===== src/rtl/inf_layer_sequencer_if.sv =====
// Control bundle between the frame source, the sequencer, the weight memory
// and the accumulating INF neuron. "master" drives frames; "slave" is the sequencer.
interface inf_layer_sequencer_if #(
    parameter int N_IN   = 20,
    parameter int N_OUT  = 10,
    parameter int ADDR_W = $clog2(N_IN * N_OUT),
    parameter int IDX_W  = (N_OUT > 1) ? $clog2(N_OUT) : 1
);
    logic              start;
    logic [N_IN-1:0]   spikes;
    logic              busy;
    logic [ADDR_W-1:0] weight_addr;
    logic              weight_rd_en;
    logic [IDX_W-1:0]  bias_idx;
    logic              load_en;
    logic              input_valid;
    logic              output_en;
    logic              out_valid;
    logic [IDX_W-1:0]  out_idx;
    logic              done;

    modport master (
        output start, spikes,
        input  busy, weight_addr, weight_rd_en, bias_idx, load_en,
               input_valid, output_en, out_valid, out_idx, done
    );

    modport slave (
        input  start, spikes,
        output busy, weight_addr, weight_rd_en, bias_idx, load_en,
               input_valid, output_en, out_valid, out_idx, done
    );
endinterface


===== src/rtl/inf_layer_sequencer.sv =====
// Frame sequencer for the accumulating INF neuron: per output neuron it loads
// the bias, scans every input's weight (1-cycle read latency) and fires.
module inf_layer_sequencer #(
    parameter int N_IN   = 20,
    parameter int N_OUT  = 10,
    parameter int ADDR_W = $clog2(N_IN * N_OUT),
    parameter int IDX_W  = (N_OUT > 1) ? $clog2(N_OUT) : 1
) (
    input  logic                 clk,
    input  logic                 rst,
    inf_layer_sequencer_if.slave bus
);
    localparam int CNT_W = $clog2(N_IN);

    typedef enum logic [2:0] {
        IDLE,
        LOAD,
        SCAN,
        DRAIN,
        FIRE
    } state_t;

    state_t            r_state;
    state_t            w_next_state;
    logic [IDX_W-1:0]  r_n;
    logic [IDX_W-1:0]  w_next_n;
    logic [CNT_W-1:0]  r_idx;
    logic [CNT_W-1:0]  w_next_idx;
    logic [N_IN-1:0]   r_spk;
    logic              w_accept;
    logic [ADDR_W-1:0] w_next_addr;
    logic              w_next_spk;

    logic              r_busy;
    logic [ADDR_W-1:0] r_weight_addr;
    logic              r_weight_rd_en;
    logic [IDX_W-1:0]  r_bias_idx;
    logic              r_load_en;
    logic              r_input_valid;
    logic              r_output_en;
    logic              r_out_valid;
    logic [IDX_W-1:0]  r_out_idx;
    logic              r_done;

    assign w_accept = (r_state == IDLE) && bus.start;

    always_comb begin
        w_next_state = r_state;
        w_next_n     = r_n;
        w_next_idx   = r_idx;
        case (r_state)
            IDLE: begin
                if (bus.start) begin
                    w_next_n     = '0;
                    w_next_state = LOAD;
                end
            end
            LOAD: begin
                w_next_idx   = '0;
                w_next_state = SCAN;
            end
            SCAN: begin
                if (r_idx == CNT_W'(N_IN - 1)) begin
                    w_next_state = DRAIN;
                end else begin
                    w_next_idx = r_idx + 1'b1;
                end
            end
            DRAIN: begin
                w_next_state = FIRE;
            end
            FIRE: begin
                if (r_n == IDX_W'(N_OUT - 1)) begin
                    w_next_state = IDLE;
                end else begin
                    w_next_n     = r_n + 1'b1;
                    w_next_state = LOAD;
                end
            end
            default: begin
                w_next_state = IDLE;
            end
        endcase
    end

    // Outputs are decoded from the next state so each strobe is a flop that is
    // high exactly during the state it belongs to.
    always_comb begin
        w_next_addr = ADDR_W'(w_next_n) * ADDR_W'(N_IN) + ADDR_W'(w_next_idx);
        w_next_spk  = r_spk[w_next_idx];
    end

    always_ff @(posedge clk) begin
        if (rst) begin
            r_state <= IDLE;
            r_n     <= '0;
            r_idx   <= '0;
            r_spk   <= '0;
        end else begin
            r_state <= w_next_state;
            r_n     <= w_next_n;
            r_idx   <= w_next_idx;
            if (w_accept) begin
                r_spk <= bus.spikes;
            end
        end
    end

    always_ff @(posedge clk) begin
        if (rst) begin
            r_busy         <= 1'b0;
            r_weight_addr  <= '0;
            r_weight_rd_en <= 1'b0;
            r_bias_idx     <= '0;
            r_load_en      <= 1'b0;
            r_input_valid  <= 1'b0;
            r_output_en    <= 1'b0;
            r_out_valid    <= 1'b0;
            r_out_idx      <= '0;
            r_done         <= 1'b0;
        end else begin
            // Busy spans the trailing out_valid/done cycle after FIRE.
            r_busy         <= (w_next_state != IDLE) || r_output_en;
            r_load_en      <= (w_next_state == LOAD);
            r_bias_idx     <= (w_next_state == LOAD) ? w_next_n : '0;
            r_weight_addr  <= (w_next_state == SCAN) ? w_next_addr : '0;
            r_weight_rd_en <= (w_next_state == SCAN) && w_next_spk;
            r_input_valid  <= r_weight_rd_en;
            r_output_en    <= (w_next_state == FIRE);
            r_out_valid    <= r_output_en;
            r_out_idx      <= r_output_en ? r_n : '0;
            r_done         <= r_output_en && (r_n == IDX_W'(N_OUT - 1));
        end
    end

    assign bus.busy         = r_busy;
    assign bus.weight_addr  = r_weight_addr;
    assign bus.weight_rd_en = r_weight_rd_en;
    assign bus.bias_idx     = r_bias_idx;
    assign bus.load_en      = r_load_en;
    assign bus.input_valid  = r_input_valid;
    assign bus.output_en    = r_output_en;
    assign bus.out_valid    = r_out_valid;
    assign bus.out_idx      = r_out_idx;
    assign bus.done         = r_done;
endmodule


===== src/flat_wrapper.sv =====
// flat-port wrapper written by rule: the top's interface ports become plain ports
module inf_layer_sequencer_flat 
#(
    parameter int N_IN   = 20,
    parameter int N_OUT  = 10,
    parameter int ADDR_W = $clog2(N_IN * N_OUT),
    parameter int IDX_W  = (N_OUT > 1) ? $clog2(N_OUT) : 1
)
  (clk, rst, bus_start, bus_spikes, bus_busy, bus_weight_addr, bus_weight_rd_en, bus_bias_idx, bus_load_en, bus_input_valid, bus_output_en, bus_out_valid, bus_out_idx, bus_done);
  inf_layer_sequencer_if #(.N_IN(N_IN), .N_OUT(N_OUT), .ADDR_W(ADDR_W), .IDX_W(IDX_W)) bus_i ();
  input  logic clk;
  input  logic rst;
  input wire logic [$bits(bus_i.start)-1:0] bus_start;
  input wire logic [$bits(bus_i.spikes)-1:0] bus_spikes;
  output wire logic [$bits(bus_i.busy)-1:0] bus_busy;
  output wire logic [$bits(bus_i.weight_addr)-1:0] bus_weight_addr;
  output wire logic [$bits(bus_i.weight_rd_en)-1:0] bus_weight_rd_en;
  output wire logic [$bits(bus_i.bias_idx)-1:0] bus_bias_idx;
  output wire logic [$bits(bus_i.load_en)-1:0] bus_load_en;
  output wire logic [$bits(bus_i.input_valid)-1:0] bus_input_valid;
  output wire logic [$bits(bus_i.output_en)-1:0] bus_output_en;
  output wire logic [$bits(bus_i.out_valid)-1:0] bus_out_valid;
  output wire logic [$bits(bus_i.out_idx)-1:0] bus_out_idx;
  output wire logic [$bits(bus_i.done)-1:0] bus_done;
  assign bus_i.start = bus_start;
  assign bus_i.spikes = bus_spikes;
  assign bus_busy = bus_i.busy;
  assign bus_weight_addr = bus_i.weight_addr;
  assign bus_weight_rd_en = bus_i.weight_rd_en;
  assign bus_bias_idx = bus_i.bias_idx;
  assign bus_load_en = bus_i.load_en;
  assign bus_input_valid = bus_i.input_valid;
  assign bus_output_en = bus_i.output_en;
  assign bus_out_valid = bus_i.out_valid;
  assign bus_out_idx = bus_i.out_idx;
  assign bus_done = bus_i.done;
  inf_layer_sequencer #(.N_IN(N_IN), .N_OUT(N_OUT), .ADDR_W(ADDR_W), .IDX_W(IDX_W)) u_core (.clk(clk), .rst(rst), .bus(bus_i));
endmodule

===== config.mk =====
export PLATFORM = sky130hd
export DESIGN_NAME = inf_layer_sequencer_flat
export DESIGN_NICKNAME = d
export VERILOG_FILES = /design/src/rtl/inf_layer_sequencer_if.sv /design/src/rtl/inf_layer_sequencer.sv /design/src/flat_wrapper.sv
export SDC_FILE = /design/constraint.sdc
export NUM_CORES = 1
export LEC_CHECK = 0
export BUFFER_PORTS_ARGS = -buffer_cell sky130_fd_sc_hd__buf_2
export CORE_ASPECT_RATIO = 0.75
export CORE_MARGIN = 3
export CORE_UTILIZATION = 35
export CTS_CLUSTER_DIAMETER = 60
export DETAILED_ROUTE_END_ITERATION = 6
export PLACE_DENSITY_LB_ADDON = 0.1
export SLEW_MARGIN = 30
export SYNTH_ARGS = -nofsm -noshare
export SYNTH_HDL_FRONTEND = slang
export SYNTH_SLANG_ARGS = --single-unit

===== constraint.sdc =====
create_clock -name clk -period 4.5 [get_ports clk]
set_input_delay 1.35 -clock clk [delete_from_list [all_inputs] [get_ports clk]]
set_output_delay 1.35 -clock clk [all_outputs]
set_load 0.1 [all_outputs]

# [Yosys cells after proc, flatten, opt, wreduce, memory -nomap -nowiden]
# Cells that the tools add are included.
[totals] ff_bits=55 inputBits=23 out_inout_bits=23 wordCells=51
[classes] add_sub_neg=3 multipliers=1 order_cmp=1 eq_ne=9 n_mux=11 bitwise_logic=3 reduce_logical=9
[op_table] op="one-hot mux 3 bit (5 select lines)" n=1
[op_table] op="one-hot mux 5 bit (2 select lines)" n=1
[op_table] op="equality test 3 x 2 -> 1 bit, second input constant" n=3
[op_table] op="adder 8 x 5 -> 8 bit" n=1
[op_table] op="2-to-1 mux 4 bit" n=2
[op_table] op="one-hot mux 4 bit (2 select lines)" n=1
[op_table] op="equality test 3 x 1 -> 1 bit, second input constant" n=2
[op_table] op="equality test 3 bit, second input constant" n=2
[op_table] op="< comparator 5 x 6 -> 1 bit, second input constant" n=1
[op_table] op="multiplier 4 x 3 -> 6 bit, second input constant" n=1
[op_table] op="2-to-1 mux 3 bit" n=2
[op_table] op="OR reduction 2 bit" n=3
[op_table] op="adder 5 x 1 -> 5 bit, second input constant" n=1
[op_table] op="binary-select mux 1 bit (select 5 bit)" n=1
[op_table] op="equality test 5 bit, second input constant" n=1
[op_table] op="2-to-1 mux 5 bit" n=1
[op_table] op="adder 4 x 1 -> 4 bit, second input constant" n=1
[op_table] op="equality test 4 bit, second input constant" n=1
[op_table] op="logical AND 1 bit" n=3
[op_table] op="zero test 3 bit" n=1
[op_table] op="inverter 1 bit" n=3
[op_table] op="nonzero test 3 bit" n=1
[op_table] op="2-to-1 mux 1 bit" n=2
[op_table] op="logical OR 1 bit" n=1

# [Depth between registers and ports, before layout]
[depth] word_depth=6 mapped_depth=16 mapped_depth_nobuf=16

# [Worst setup path before layout]
# Ideal clock, no wire load.
[synth_timing] path_kind="input -> register" startpoint="input bus_start" endpoint="register u_core.r_weight_addr[7] (netlist: u_core.bus.weight_addr[7])" arrival_ps=3488 t_required_ps=4385 setup_slack_ps=896 path_stages=13 path_buffers=1 cell_sequence="nor2b_1 nand2_1 clkbuf_1 nand2_1 inv_1 ha_1 ha_1 fa_1 nand2_1 nor2_1 xnor2_1 xnor2_1 nor2_1"
[synth_rtl] element="from (decl)" line="flat_wrapper.sv:13" source="input wire logic [$bits(bus_i.start)-1:0] bus_start;"
[synth_rtl] element="2-to-1 mux 4 bit" line="inf_layer_sequencer.sv:53" source="if (bus.start) begin"
[synth_rtl] element="one-hot mux 4 bit (2 select lines)" line="inf_layer_sequencer.sv:51" source="case (r_state)"
[synth_rtl] element="named net u_core.w_next_n[1]" line="inf_layer_sequencer.sv:26" source="logic [IDX_W-1:0] w_next_n;"
[synth_rtl] element="multiplier 4 x 3 -> 6 bit" line="inf_layer_sequencer.sv:89" source="w_next_addr = ADDR_W'(w_next_n) * ADDR_W'(N_IN) + ADDR_W'(w_next_idx);"
[synth_rtl] element="adder 8 x 5 -> 8 bit" line="inf_layer_sequencer.sv:89"
[synth_rtl] element="to (signal assigned)" line="inf_layer_sequencer.sv:126" source="r_weight_addr <= (w_next_state == SCAN) ? w_next_addr : '0;"
[synth_rtl] element="to (decl)" line="inf_layer_sequencer.sv:35" source="logic [ADDR_W-1:0] r_weight_addr;"
# The timed path passes the listed nets, and every way through them passes these cells.
# A chain may end at the register's enable or synchronous reset.

# [Worst setup path in the final report]
# Ends and elaborated chain as after synthesis.

==> metrics.md <==
| Metric | Value |
|---|---|
| Flop pwr share | 0.522 |
| Worst hold-check path type | reg2reg |
| Initial antenna violation count | 0 |
| Mapped Cells | 277 |
| CTS buffer count | 5 |
| Synth area leader | dfxtp_1 |
| NetSw | 266 uW |
| Leakage | 0.00127 uW |
| P&R area growth vs syn | 16.2% |
| Routed via count | 1948 |
| Post-cts resize count | 0 |
| Diode count | 0 |
| Routability cong. | 0.801 |
| Initial DRC Count | 71 |
| Ys flop type | dfxtp_1 |
| Fin Clk Skew | 0.00797 ns |
| Startpoint types | input port |
| Worst skew pair latency | 0.30 ns |
| Core ar. | 0.00657 sq mm |
| Largest net degree at the start of global routing | 37 |
| Mapped cell area | 0.00248 sq mm |
| PD cells | 348 mW/mm^2 |
| DIE AREA | 0.00815 sq mm |
| Synthesized area per cell | 8.97 sq um |
| Register bit total from synthesis | 55 |
| Antenna-violating nets left | 0 |
| Clock Root Buffer | clkbuf_8 |
| Crit-path cells | buf_2 -> o21ai_0 -> a22oi_1 -> inv_1 -> ha_1 -> ha_1 -> fa_1 -> nand2_1 -> nor2_1 -> xnor2_1 -> xnor2_1 -> nor2_1 |
| Slowest CP cell | fa_1 |
| Wire length per cell | 13.7 um |
| Grt met1 use | 0.223 |
| Synth area leaders | dfxtp_1 (44%), nand2_1 (7.3%), a21oi_1 (5.0%) |
| RSZ-0062 raised after global routing | no |
| Vias in the first global route | 1864 |
| Most common cell after layout, fill and taps aside | dfxtp_1 |
| Remaining DRCs | 0 |
| Reg clk slew, reported paths | 0.10 ns |
| GRT Util Overall | 0.145 |
| Final Hold Vio Count | 0 |
| Crit. End Element | flip-flop |
| Synth warnings | 0 |
| M3 GR Usage | 0.0404 |
| Worst path max stage delay | 0.52 ns |
| Routed WL | 5500 um |
| Slew HR | 0.540 |
| Post-CTS Setup Bufs | 0 |
| CP arrival | 3.58 ns |
| Max Fanout on Critical Path | 4 |
| Met2 Use GR | 0.191 |
| Switching power share of the total | 0.265 |
| Tcrit/Tclk final | 0.752 |
| IO Count | 46 |
| Cell Int Power | 738 uW |
| TritonCTS clock tree | done |
| Die width | 103 um |
| Syn nets | 311 |
| Async S/R FF share, synth | 0 |
| Post-synth top area share | 0.443 |
| Final setup TNS | 0 ns |
| Vias per cell | 4.85 |
| Final instance area | 0.00289 sq mm |
| Port bufs | 45 |
| Fmax | 0.296 GHz |
| Fillers | 677 |
| FP Rows | 25 |
| Final setup viols | 0 |
| Hpwl dp | 3950 um |
| Initial Util | 0.378 |
| Clock network fraction of design power | 0.335 |
| Maximum clock path buffer count | 2 |
| Min cycle time layout | 3.38 ns |
| Post-synth cell types | 47 |
| Status | complete, no violations |
| Max VDD drop | 0.148 mV |
| 1st-pass router iterations | 4 |
| Clock sink count | 55 |
| Comb power frac | 0.142 |
| CP required | 4.70 ns |
| Slew @ Worst Pin | 0.689 ns |
| CTS hold repair buffers | 0 |
| GRT busiest layer | met1 |
| EDFF count, synth | 0 |
| GRT overflow | 0 |
| Commonest cells after routing, fill and taps aside | dfxtp_1 (55), nand2_1 (48), buf_2 (45) |
| Max Slew Vio Count | 0 |
| Nets | 354 |
| WHS | 0.459 ns |
| Seq/Total Area, Yosys | 0.443 |
| Layout cells sized above 1 | 0.221 |
| Die Y | 79.0 um |
| Max_cap viols | 0 |
| First-pass GRT wire length | 9280 um |
| Total placed instance area | 0.00277 sq mm |
| H-tree levels | 2 |
| CP Class | in2reg |
-- area by class of cell --
| type | count | area, sq um | share of cell area |
|---|---|---|---|
| Timing Repair Buffer | 48 | 248 | 0.0858 |
| Tap cell | 81 | 101 | 0.0351 |
| Sequential cell | 55 | 1100 | 0.381 |
| Clock buffer | 6 | 82.6 | 0.0286 |
| Inverter | 12 | 45.0 | 0.0156 |
| Multi-Input combinational cell | 198 | 1270 | 0.441 |
| Clock inverter | 2 | 35.0 | 0.0121 |
-- through the flow --
stage / util / setup WS, ns / power, uW / cells
2_1_floorplan: - / 0.896 / 646 / 277
3_3_place_gp: 0.422 / 0.839 / 679 / 394
3_5_place_dp: 0.422 / 0.812 / 680 / 394
4_1_cts: 0.439 / 1.12 / 1020 / 402
5_1_grt: 0.439 / 0.921 / 1050 / 402
6_report: 0.439 / 1.12 / 1000 / 402
-- path summary, 6_finish.rpt --
path | slack (ns) | cells after the start | endpoint | from
setup / recovery | 1.12 | 12 | u_core.bus.weight_addr[7] | bus_start
hold / removal | 0.46 | 2 | u_core.r_spk[11] | u_core.r_spk[11]
setup reg to reg | 1.28 | 13 | u_core.bus.weight_addr[7] | u_core.r_state[1]
hold reg to reg | 0.46 | 2 | u_core.r_spk[11] | u_core.r_spk[11]
-- Yosys cell counts (2+ instances only) --
master     n
a21o_1     2
a21oi_1   25
xor2_1     2
a21boi_1   2
xnor2_1    5
a31oi_1    2
mux2i_1   11
nand3_1    8
fa_1       2
nand2_1   48
o21ai_0    8
a211o_2    2
a311oi_2   2
clkbuf_1   9
ha_1       9
nor2b_1    6
a22oi_1    3
inv_1     11
and2_1     8
and3_1     6
nor4_1     2
dfxtp_1   55
nor3b_1    4
buf_2      2
nor2_1    21
-- state kept, by name, summed over array words and instances (netlist names), 3 cells and up --
name,count
u_core.r_n,4
u_core.r_spk,20
u_core.r_state,3
u_core.bus.out_idx,4
u_core.bus.bias_idx,4
u_core.r_idx,5
u_core.bus.weight_addr,8
-- logic make-up after synthesis --
family,synth area share
AOI/OAI and AO/OA,0.152
xor gates and xnor gates,0.0247
buffers and inverters,0.0438
and+or+nand+nor,0.231
adders and majority gates,0.0615
muxes,0.0443
DFF,0.443
-- worst max-delay path: cells and delay by family --
kind | cells | cell delay, ns
adders and majority gates | 3 | 1.00
AOI/OAI and AO/OA | 2 | 0.52
xor gates and xnor gates | 2 | 0.28
and+or+nand+nor | 3 | 0.24
buffers and inverters | 2 | 0.18
-- power groups by stage --
stage	clock (uW)	combinational, uW	sequential, uW
after floorplan	0	96.1	550
after global placement	0	143	535
after detailed placement	0	144	536
after CTS	350	145	524
after global routing	368	158	527
final	336	143	524
-- metal layers --
| metal | up-vias | wire length (um) | share of wire |
|---|---|---|---|
| li1 | 1033 | - | - |
| met1 | 874 | 2930 | 0.53 |
| met2 | 37 | 2220 | 0.40 |
| met3 | 4 | 287 | 0.052 |
| met4 | 0 | 60 | 0.011 |
| met5 | - | 0 | 0 |
(Power assumes the default switching activity.)
